$ cat src/rtl/cnn_layer_sequencer_if.sv
// Handshake bundle between the layer sequencer and the four layer engines.
// master = sequencer side, slave = engine/host side.
interface cnn_layer_sequencer_if;
  logic       enable;
  logic       abort;
  logic       conv_start;
  logic       conv_done;
  logic       relu_start;
  logic       relu_done;
  logic       pool_start;
  logic       pool_done;
  logic       fc_start;
  logic       fc_done;
  logic [3:0] fc_class;
  logic [3:0] result;
  logic       result_valid;
  logic       busy;
  logic [1:0] stage;
  logic       timeout_err;

  modport master (
    input  enable, abort, conv_done, relu_done, pool_done, fc_done, fc_class,
    output conv_start, relu_start, pool_start, fc_start, result, result_valid, busy, stage,
           timeout_err
  );

  modport slave (
    output enable, abort, conv_done, relu_done, pool_done, fc_done, fc_class,
    input  conv_start, relu_start, pool_start, fc_start, result, result_valid, busy, stage,
           timeout_err
  );
endinterface

$ cat src/rtl/cnn_layer_sequencer.sv
// Runs conv, ReLU, pool and FC engines in order with a per-layer watchdog,
// then holds the FC class index until enable drops.
module cnn_layer_sequencer #(
  parameter int unsigned TIMEOUT_CYCLES = 4096,
  parameter int unsigned CNT_W          = $clog2(TIMEOUT_CYCLES)
) (
  input logic                    clk,
  input logic                    rst,
  cnn_layer_sequencer_if.master  bus
);

  typedef enum logic [2:0] {StIdle, StIssue, StWait, StDone, StError} state_e;

  state_e           state_q;
  logic [CNT_W-1:0] cnt_q;
  logic [1:0]       stage_q;
  logic [3:0]       result_q;
  logic [3:0]       start_q;
  logic             busy_q;
  logic             valid_q;
  logic             err_q;

  logic [3:0] done_vec;
  logic       cur_done;

  // Only the engine of the current stage may advance the sequence.
  assign done_vec = {bus.fc_done, bus.pool_done, bus.relu_done, bus.conv_done};
  assign cur_done = done_vec[stage_q];

  always_ff @(posedge clk or posedge rst) begin
    if (rst) begin
      state_q  <= StIdle;
      cnt_q    <= '0;
      stage_q  <= 2'd0;
      result_q <= 4'd0;
      start_q  <= 4'd0;
      busy_q   <= 1'b0;
      valid_q  <= 1'b0;
      err_q    <= 1'b0;
    end else begin
      start_q <= 4'd0;
      unique case (state_q)
        StIdle: begin
          if (bus.enable) begin
            state_q  <= StIssue;
            stage_q  <= 2'd0;
            result_q <= 4'd0;
            start_q  <= 4'b0001;
            busy_q   <= 1'b1;
          end
        end
        StIssue: begin
          cnt_q <= '0;
          if (bus.abort) begin
            state_q <= StIdle;
            stage_q <= 2'd0;
            busy_q  <= 1'b0;
          end else begin
            state_q <= StWait;
          end
        end
        StWait: begin
          if (bus.abort) begin
            state_q <= StIdle;
            stage_q <= 2'd0;
            busy_q  <= 1'b0;
          end else if (cur_done) begin
            if (stage_q != 2'd3) begin
              state_q <= StIssue;
              stage_q <= stage_q + 2'd1;
              start_q <= 4'b0001 << (stage_q + 2'd1);
            end else begin
              state_q  <= StDone;
              result_q <= bus.fc_class;
              valid_q  <= 1'b1;
              busy_q   <= 1'b0;
            end
          end else if (cnt_q == CNT_W'(TIMEOUT_CYCLES - 1)) begin
            state_q <= StError;
            err_q   <= 1'b1;
            busy_q  <= 1'b0;
          end else begin
            cnt_q <= cnt_q + CNT_W'(1);
          end
        end
        StDone: begin
          // Held enable does not retrigger; a low cycle is needed first.
          if (!bus.enable) begin
            state_q <= StIdle;
            stage_q <= 2'd0;
            valid_q <= 1'b0;
          end
        end
        StError: begin
          if (!bus.enable) begin
            state_q <= StIdle;
            stage_q <= 2'd0;
            err_q   <= 1'b0;
          end
        end
        default: state_q <= StIdle;
      endcase
    end
  end

  assign bus.conv_start   = start_q[0];
  assign bus.relu_start   = start_q[1];
  assign bus.pool_start   = start_q[2];
  assign bus.fc_start     = start_q[3];
  assign bus.result       = result_q;
  assign bus.result_valid = valid_q;
  assign bus.busy         = busy_q;
  assign bus.stage        = stage_q;
  assign bus.timeout_err  = err_q;

endmodule

$ cat src/flat_wrapper.sv
// flat-port wrapper written by rule: the top's interface ports become plain ports
module cnn_layer_sequencer_flat 
#(
  parameter int unsigned TIMEOUT_CYCLES = 4096,
  parameter int unsigned CNT_W          = $clog2(TIMEOUT_CYCLES)
)
  (clk, rst, bus_enable, bus_abort, bus_conv_done, bus_relu_done, bus_pool_done, bus_fc_done, bus_fc_class, bus_conv_start, bus_relu_start, bus_pool_start, bus_fc_start, bus_result, bus_result_valid, bus_busy, bus_stage, bus_timeout_err);
  cnn_layer_sequencer_if bus_i ();
  input logic clk;
  input logic rst;
  input wire logic [$bits(bus_i.enable)-1:0] bus_enable;
  input wire logic [$bits(bus_i.abort)-1:0] bus_abort;
  input wire logic [$bits(bus_i.conv_done)-1:0] bus_conv_done;
  input wire logic [$bits(bus_i.relu_done)-1:0] bus_relu_done;
  input wire logic [$bits(bus_i.pool_done)-1:0] bus_pool_done;
  input wire logic [$bits(bus_i.fc_done)-1:0] bus_fc_done;
  input wire logic [$bits(bus_i.fc_class)-1:0] bus_fc_class;
  output wire logic [$bits(bus_i.conv_start)-1:0] bus_conv_start;
  output wire logic [$bits(bus_i.relu_start)-1:0] bus_relu_start;
  output wire logic [$bits(bus_i.pool_start)-1:0] bus_pool_start;
  output wire logic [$bits(bus_i.fc_start)-1:0] bus_fc_start;
  output wire logic [$bits(bus_i.result)-1:0] bus_result;
  output wire logic [$bits(bus_i.result_valid)-1:0] bus_result_valid;
  output wire logic [$bits(bus_i.busy)-1:0] bus_busy;
  output wire logic [$bits(bus_i.stage)-1:0] bus_stage;
  output wire logic [$bits(bus_i.timeout_err)-1:0] bus_timeout_err;
  assign bus_i.enable = bus_enable;
  assign bus_i.abort = bus_abort;
  assign bus_i.conv_done = bus_conv_done;
  assign bus_i.relu_done = bus_relu_done;
  assign bus_i.pool_done = bus_pool_done;
  assign bus_i.fc_done = bus_fc_done;
  assign bus_i.fc_class = bus_fc_class;
  assign bus_conv_start = bus_i.conv_start;
  assign bus_relu_start = bus_i.relu_start;
  assign bus_pool_start = bus_i.pool_start;
  assign bus_fc_start = bus_i.fc_start;
  assign bus_result = bus_i.result;
  assign bus_result_valid = bus_i.result_valid;
  assign bus_busy = bus_i.busy;
  assign bus_stage = bus_i.stage;
  assign bus_timeout_err = bus_i.timeout_err;
  cnn_layer_sequencer #(.TIMEOUT_CYCLES(TIMEOUT_CYCLES), .CNT_W(CNT_W)) u_core (.clk(clk), .rst(rst), .bus(bus_i));
endmodule
$ cat config.mk
export PLATFORM = sky130hd
export DESIGN_NAME = cnn_layer_sequencer_flat
export DESIGN_NICKNAME = d
export VERILOG_FILES = /design/src/rtl/cnn_layer_sequencer_if.sv /design/src/rtl/cnn_layer_sequencer.sv /design/src/flat_wrapper.sv
export SDC_FILE = /design/constraint.sdc
export NUM_CORES = 1
export LEC_CHECK = 0
export CORE_MARGIN = 1.5
export CORE_UTILIZATION = 52
export DETAILED_ROUTE_END_ITERATION = 10
export HOLD_SLACK_MARGIN = 0.08
export PLACE_DENSITY = 0.81
export SYNTH_ARGS = -nofsm -noshare
export SYNTH_HDL_FRONTEND = slang
export SYNTH_SLANG_ARGS = --single-unit
$ cat constraint.sdc
create_clock -name clk -period 2.5 [get_ports clk]
set_input_delay 0.5 -clock clk [delete_from_list [all_inputs] [get_ports clk]]
set_output_delay 0.5 -clock clk [all_outputs]
set_load 0.01 [all_outputs]
==> reports/summary.txt, run 1 <==
Synth area leaders: dfrtp_1 (48%), nand2_1 (5.6%), nand3_1 (4.4%)
crit path time final: 2217 ps
combinational cell fraction of total power: 36.0%
Synth top area share: 47.66%
Final setup viols: 0
PostCTS Resize Cnt: 0
Mapped Area: 1470 um2
max frequency: 451.1 MHz
worst r2r src: u_core.bus.stage[0]
Core Region: 2710 um2
die height: 56.17 um
critical path class: input port to flop
register area share after synthesis: 47.66%
clock power share: 22.2%
placed cells: 212
clk sinks: 28
die area: 3155 um2
Final Cycle Share: 88.67%
total design power: 1.338 mW
Worst VDD drop: 0.0005898 V
Final Hold Fails: 0
routed wire length: 3175 um
Slew HR: 63.38%
antenna cells: 0
multi-input combinational cell area: 718.2 um2
Final Skew: 5.635 ps
R2R Path End: u_core.cnt_q[11]
number of synthesized register bits: 28
DPL Wire Length: 2432 um
Critical Path Fanout Max: 14
share of layout cells above drive strength 1: 9.730%
H-tree depth: 1
Yosys warnings: 0
GRT Overall Usage: 22.18%
CTS Hold Bufs: 0
Pins Over Slew Limit: 0
cell-internal power: 886.2 uW
EDFF count, synth: 0
crit path DAT: 2490 ps
depth of the most critical reg-to-reg path: 5
Die W: 56.17 um
Startpoint Class: input port
RSZ-0062 raised after global routing: no
post-synth top area cell: dfrtp_1
Area growth, synth to finish: 25.19%
number of maximum-capacitance violations: 0
post-route antenna net violation count: 0
initial antenna violation count: 0
Cells after Synth: 154
Reg power frac: 41.8%
final net count: 203
vias: 1301
root buffer cell: clkbuf_4
initial core utilization: 54.25%
# DRC: 0
pwr dens: 727.1 nW/um2
Worst-Margin Slew: 535.5 ps
drt first pass iters: 4
Leakage: 0.8048 nW
I/O pin count: 25
first-pass GRT wire length: 5402 um
clk slew on worst S/H paths: 150 ps
Core Util, Final: 67.91%
Storage cell area: 700.7 um2
distinct cell type count after synthesis: 39
clock buffer depth: 2
share of flip-flops with an asynchronous set or reset: 100.0%
Hold WS: 493.5 ps
vias per cell: 6.023
mean area per synthesized cell: 9.546 um2
routability congestion estimate: 0.7909
DR WL/cell: 14.70 um
largest net degree at the start of global routing: 29
row cnt: 19
Hold/Removal Path Class: input port to asynchronous set/reset pin
outcome: complete, no violations
switching pwr: 452.1 uW
Layout Cells excl Fill: 216
initial DRC count: 56
Port Buffer Count: 24
worst skew pair latency: 340 ps
vias in the first global route: 1260
setup bufs post-CTS: 0
Setup TNS Final: 0 ps
r2r setup slk: 300 ps
required time at the worst-slack endpoint: 2770 ps
Synth Net Count: 171
total gr overflow: 0
Synth Flop Type: dfrtp_1
CP Capture Type: flop
CTS tree: done
fillers: 214
Num CTS Buffers: 3
Sw Ratio: 33.78%
## critical path: stages
cell             delay [ps]
clkdlybuf4s50_1         400
mux4_2                  530
nor3_4                  220
o2bb2ai_2               170
or4_1                   500
a21oi_1                 160
## synth_stat cells, types with 4 or more instances
cell       n
and2_1     4
ha_1       5
dfrtp_1   28
nand2_1   22
a21oi_1    9
or3_1      5
inv_1      8
o21ai_0    8
o31ai_1    4
nand3_1   13
nor2_1     4
o211ai_1   4
or4_1      4
## metrics by stage
| step | worst slack, ps | area (um2) |
|---|---|---|
| after floorplan | 414.5 | 1470 |
| after global placement | 20.74 | 1788 |
| after detailed placement | -80.30 | 1788 |
| after CTS | 274.7 | 1841 |
| after global routing | 121.3 | 1841 |
| final | 283.3 | 1841 |
## registers in the layout, summed over array words and instances, names as in the netlist
name and cells:
u_core.state_q 3, u_core.bus.result_valid 1, u_core.start_q 4, u_core.bus.timeout_err 1
u_core.bus.busy 1, u_core.cnt_q 12, u_core.bus.result 4, u_core.bus.stage 2
## metal layers
| layer | global-route usage [%] | up-vias | part of all wire [%] |
|---|---|---|---|
| li1 | - | 618 | - |
| met1 | 24.16 | 644 | 39 |
| met2 | 40.67 | 30 | 54 |
| met3 | 3.023 | 9 | 3.7 |
| met4 | 12.59 | 0 | 3.0 |
| met5 | 0 | - | 0 |
## cell families (layout without fill, tap and decap cells)
group                      count (synthesis)  after routing  share of synthesized area, %
AOI/OAI and AO/OA                         33             33                         14.55
xor gates and xnor gates                   1              1                        0.5959
adders and majority gates                  5              5                         4.255
buffers and inverters                     13             44                         3.489
DFF                                       28             28                         47.66
muxes                                      2              2                         2.213
and+or+nand+nor                           72             72                         27.23
## worst max path at each step
stage | end | depth (start not counted) | slack, ps | start
after floorplan | u_core.cnt_q[11] | 5 | 410 | u_core.bus.stage[0]
after global placement | u_core.cnt_q[11] | 6 | 20 | bus_fc_done
after detailed placement | u_core.cnt_q[11] | 6 | -80 | bus_fc_done
after CTS | u_core.cnt_q[11] | 5 | 270 | u_core.bus.stage[0]
after global routing | u_core.cnt_q[11] | 5 | 120 | u_core.bus.stage[0]
final | u_core.cnt_q[11] | 6 | 280 | bus_fc_done
## power groups by stage
stage	sequential, mW	combinational [mW]	clock (mW)
global placement	0.562	0.468	0
global route	0.568	0.531	0.319
detailed placement	0.569	0.483	0
floorplan	0.557	0.298	0
CTS	0.560	0.485	0.308
finish	0.559	0.482	0.297
## layout by cell type (no fill, tap or decap), types with 4 or more instances in the layout
master	instances
a21oi_1	9
and2_1	4
buf_4	8
clkdlybuf4s50_1	24
dfrtp_1	28
ha_1	5
inv_1	8
nand2_1	22
nand3_1	13
nor2_1	4
o211ai_1	4
o21ai_0	8
o31ai_1	4
or3_1	5
or4_1	4
## cell type report
class	instances	share of cell area, %
sequential	28	38.07
timing repair buffer	32	16.32
clock inverter	1	1.632
clock buffer	3	1.224
tap	31	2.107
multi-input combinational	113	39.02
inverter	8	1.632
No activity file was read; power rests on OpenSTA's default activity.
==> run 2: changes to the inputs <==
--- a/config.mk
+++ b/config.mk
@@ -5,6 +5,7 @@
 export SDC_FILE = /design/constraint.sdc
 export NUM_CORES = 1
 export LEC_CHECK = 0
+export CORE_ASPECT_RATIO = 0.6
 export CORE_MARGIN = 1.5
 export CORE_UTILIZATION = 52
 export DETAILED_ROUTE_END_ITERATION = 10
==> run 2 against run 1 <==
The flow now finishes with violations (DRC). Utilization rose by 3.0 points. Fmax fell by 3.9%. Clock-buffer cell count did not move.
==> reports/summary.txt, run 2 (same netlist as run 1, synthesis figures left out) <==
Pins Over Slew Limit: 0 (unchanged)
largest net degree at the start of global routing: 29 (unchanged)
Final Hold Fails: 0 (unchanged)
crit path time final: 2307 ps (was 2217 ps)
layer carrying the most global-route usage: met2 (unchanged)
post-place setup slack: -61.84 ps (was -80.30 ps)
Leakage: 0.7972 nW (was 0.8048 nW)
routability congestion estimate: 0.8252 (was 0.7909)
vias: 1271 (was 1301)
final net count: 200 (was 203)
Hold WS: 501.5 ps (was 493.5 ps)
max frequency: 433.5 MHz (was 451.1 MHz)
Worst-Margin Slew: 586.5 ps (was 535.5 ps)
Final Skew: 3.688 ps (was 5.635 ps)
I/O pin count: 25 (unchanged)
vias in the first global route: 1213 (was 1260)
required time at the worst-slack endpoint: 2700 ps (was 2770 ps)
M2 GR Usage: 34.63% (was 40.67%)
initial core utilization: 56.71% (was 54.25%)
Final Cycle Share: 92.28% (was 88.67%)
GRT met3 Usage: 5.695% (was 3.023%)
switching pwr: 460.8 uW (was 452.1 uW)
max reg flops: 12 (unchanged)
commonest non-fill, non-tap cell in the layout: dfrtp_1 (unchanged)
critical path class: input port to flop (unchanged)
CTS tree: done (unchanged)
Core Util, Final: 70.90% (was 67.91%)
commonest non-fill, non-tap cells in the layout: dfrtp_1 (28), clkdlybuf4s50_1 (24), nand2_1 (22), nand3_1 (13), a21oi_1 (9) (unchanged)
pwr dens: 754.4 nW/um2 (was 727.1 nW/um2)
Top reg by flops: u_core.cnt_q (unchanged)
Slew HR: 60.73% (was 63.38%)
Num CTS Buffers: 3 (unchanged)
post-route antenna net violation count: 0 (unchanged)
Worst VDD drop: 0.0005934 V (was 0.0005898 V)
GRT Overall Usage: 22.88% (was 22.18%)
share of layout cells above drive strength 1: 8.242% (was 9.730%)
slowest cell on the critical path: mux4_2 (unchanged)
cells along the critical path: clkdlybuf4s50_1, mux4_2, nor3_4, o2bb2ai_2, or4_1, a21oi_1 (unchanged)
clock power share: 25.0% (was 22.2%)
clock buffer depth: 2 (unchanged)
routed wire length: 3152 um (was 3175 um)
DR WL/cell: 14.73 um (was 14.70 um)
Startpoint Class: input port (unchanged)
row cnt: 14 (was 19)
DPL Wire Length: 2424 um (was 2432 um)
Core Region: 2592 um2 (was 2710 um2)
clk sinks: 28 (unchanged)
fillers: 184 (was 214)
worst skew pair latency: 270 ps (was 340 ps)
cell-internal power: 925.7 uW (was 886.2 uW)
drt first pass iters: 10 (was 4)
GR Util met1: 34.03% (was 24.16%)
PostCTS Resize Cnt: 0 (unchanged)
RSZ-0062 raised after global routing: no (unchanged)
failing checks: DRC
total design power: 1.387 mW (was 1.338 mW)
Critical Path Fanout Max: 16 (was 14)
antenna cells: 0 (unchanged)
Area growth, synth to finish: 25.02% (was 25.19%)
Port Buffer Count: 24 (unchanged)
crit-path max cell delay: 520 ps (was 530 ps)
number of maximum-capacitance violations: 0 (unchanged)
CTS Hold Bufs: 0 (unchanged)
setup bufs post-CTS: 0 (unchanged)
clk slew on worst S/H paths: 90 ps (was 150 ps)
post-route setup slack: 193.1 ps (was 283.3 ps)
crit path DAT: 2510 ps (was 2490 ps)
root buffer cell: clkbuf_8 (was clkbuf_4)
Sw Ratio: 33.23% (was 33.78%)
first-pass GRT wire length: 5575 um (was 5402 um)
initial DRC count: 119 (was 56)
Reg power frac: 40.4% (was 41.8%)
Die W: 71.65 um (was 56.17 um)
vias per cell: 5.939 (was 6.023)
die area: 3166 um2 (was 3155 um2)
Hold/Removal Path Class: flop to flop (was input port to asynchronous set/reset pin)
Final setup viols: 0 (unchanged)
outcome: finished, violations left (was complete, no violations)
total gr overflow: 0 (unchanged)
die height: 44.19 um (was 56.17 um)
Setup TNS Final: 0 ps (unchanged)
# DRC: 1 (was 0)
H-tree depth: 1 (unchanged)
combinational cell fraction of total power: 34.6% (was 36.0%)
CP Capture Type: flop (unchanged)
initial antenna violation count: 0 (unchanged)
run 2: final cells by class:
type                            instances  area (um2)  area share, %
Clock buffer                            3       41.29          2.246
Clock inverter                          1       30.03          1.634
Inverter                                8       30.03          1.634
Multi-Input combinational cell        113       718.2          39.07
Sequential cell                        28       700.7          38.12
Tap cell                               32       40.04          2.178
Timing Repair Buffer                   29       277.8          15.11
run 2: worst paths after layout:
kind	startpoint	to	slack (ps)	cells after the start
max	bus_fc_done	u_core.cnt_q[11]	190	6
min	u_core.bus.busy	u_core.bus.busy	500	1
max reg2reg	u_core.bus.stage[0]	u_core.cnt_q[11]	280	5
min reg2reg	u_core.bus.busy	u_core.bus.busy	500	1
max in group asynchronous	rst	u_core.state_q[2]	1650	3
min in group asynchronous	rst	u_core.cnt_q[10]	590	3
run 2: through the flow:
| stage | instances | area (um2) |
|---|---|---|
| finish | 214 | 1838 |
| global route | 214 | 1838 |
| CTS | 214 | 1838 |
| detailed placement | 210 | 1767 |
| global placement | 210 | 1767 |
| floorplan | 154 | 1470 |
run 2: routing by layer:
| layer | vias to the layer above | part of all wire [%] |
|---|---|---|
| met5 | - | 0 |
| li1 | 617 | - |
| met2 | 51 | 43 |
| met1 | 601 | 50 |
| met3 | 2 | 7.1 |
| met4 | 0 | 0.35 |
run 2: power groups by stage:
stage	clock network (mW)	logic, mW	registers, mW
4_1_cts	0.359	0.476	0.560
2_1_floorplan	0	0.298	0.557
5_1_grt	0.376	0.529	0.570
3_5_place_dp	0	0.469	0.569
3_3_place_gp	0	0.461	0.562
6_report	0.347	0.480	0.560
run 2: worst max-delay path: cells and delay by family:
family / cells / cell delay, ps
muxes: 1 / 520
buffers and inverters: 1 / 400
AOI/OAI and AO/OA: 2 / 340
and+or+nand+nor: 2 / 740
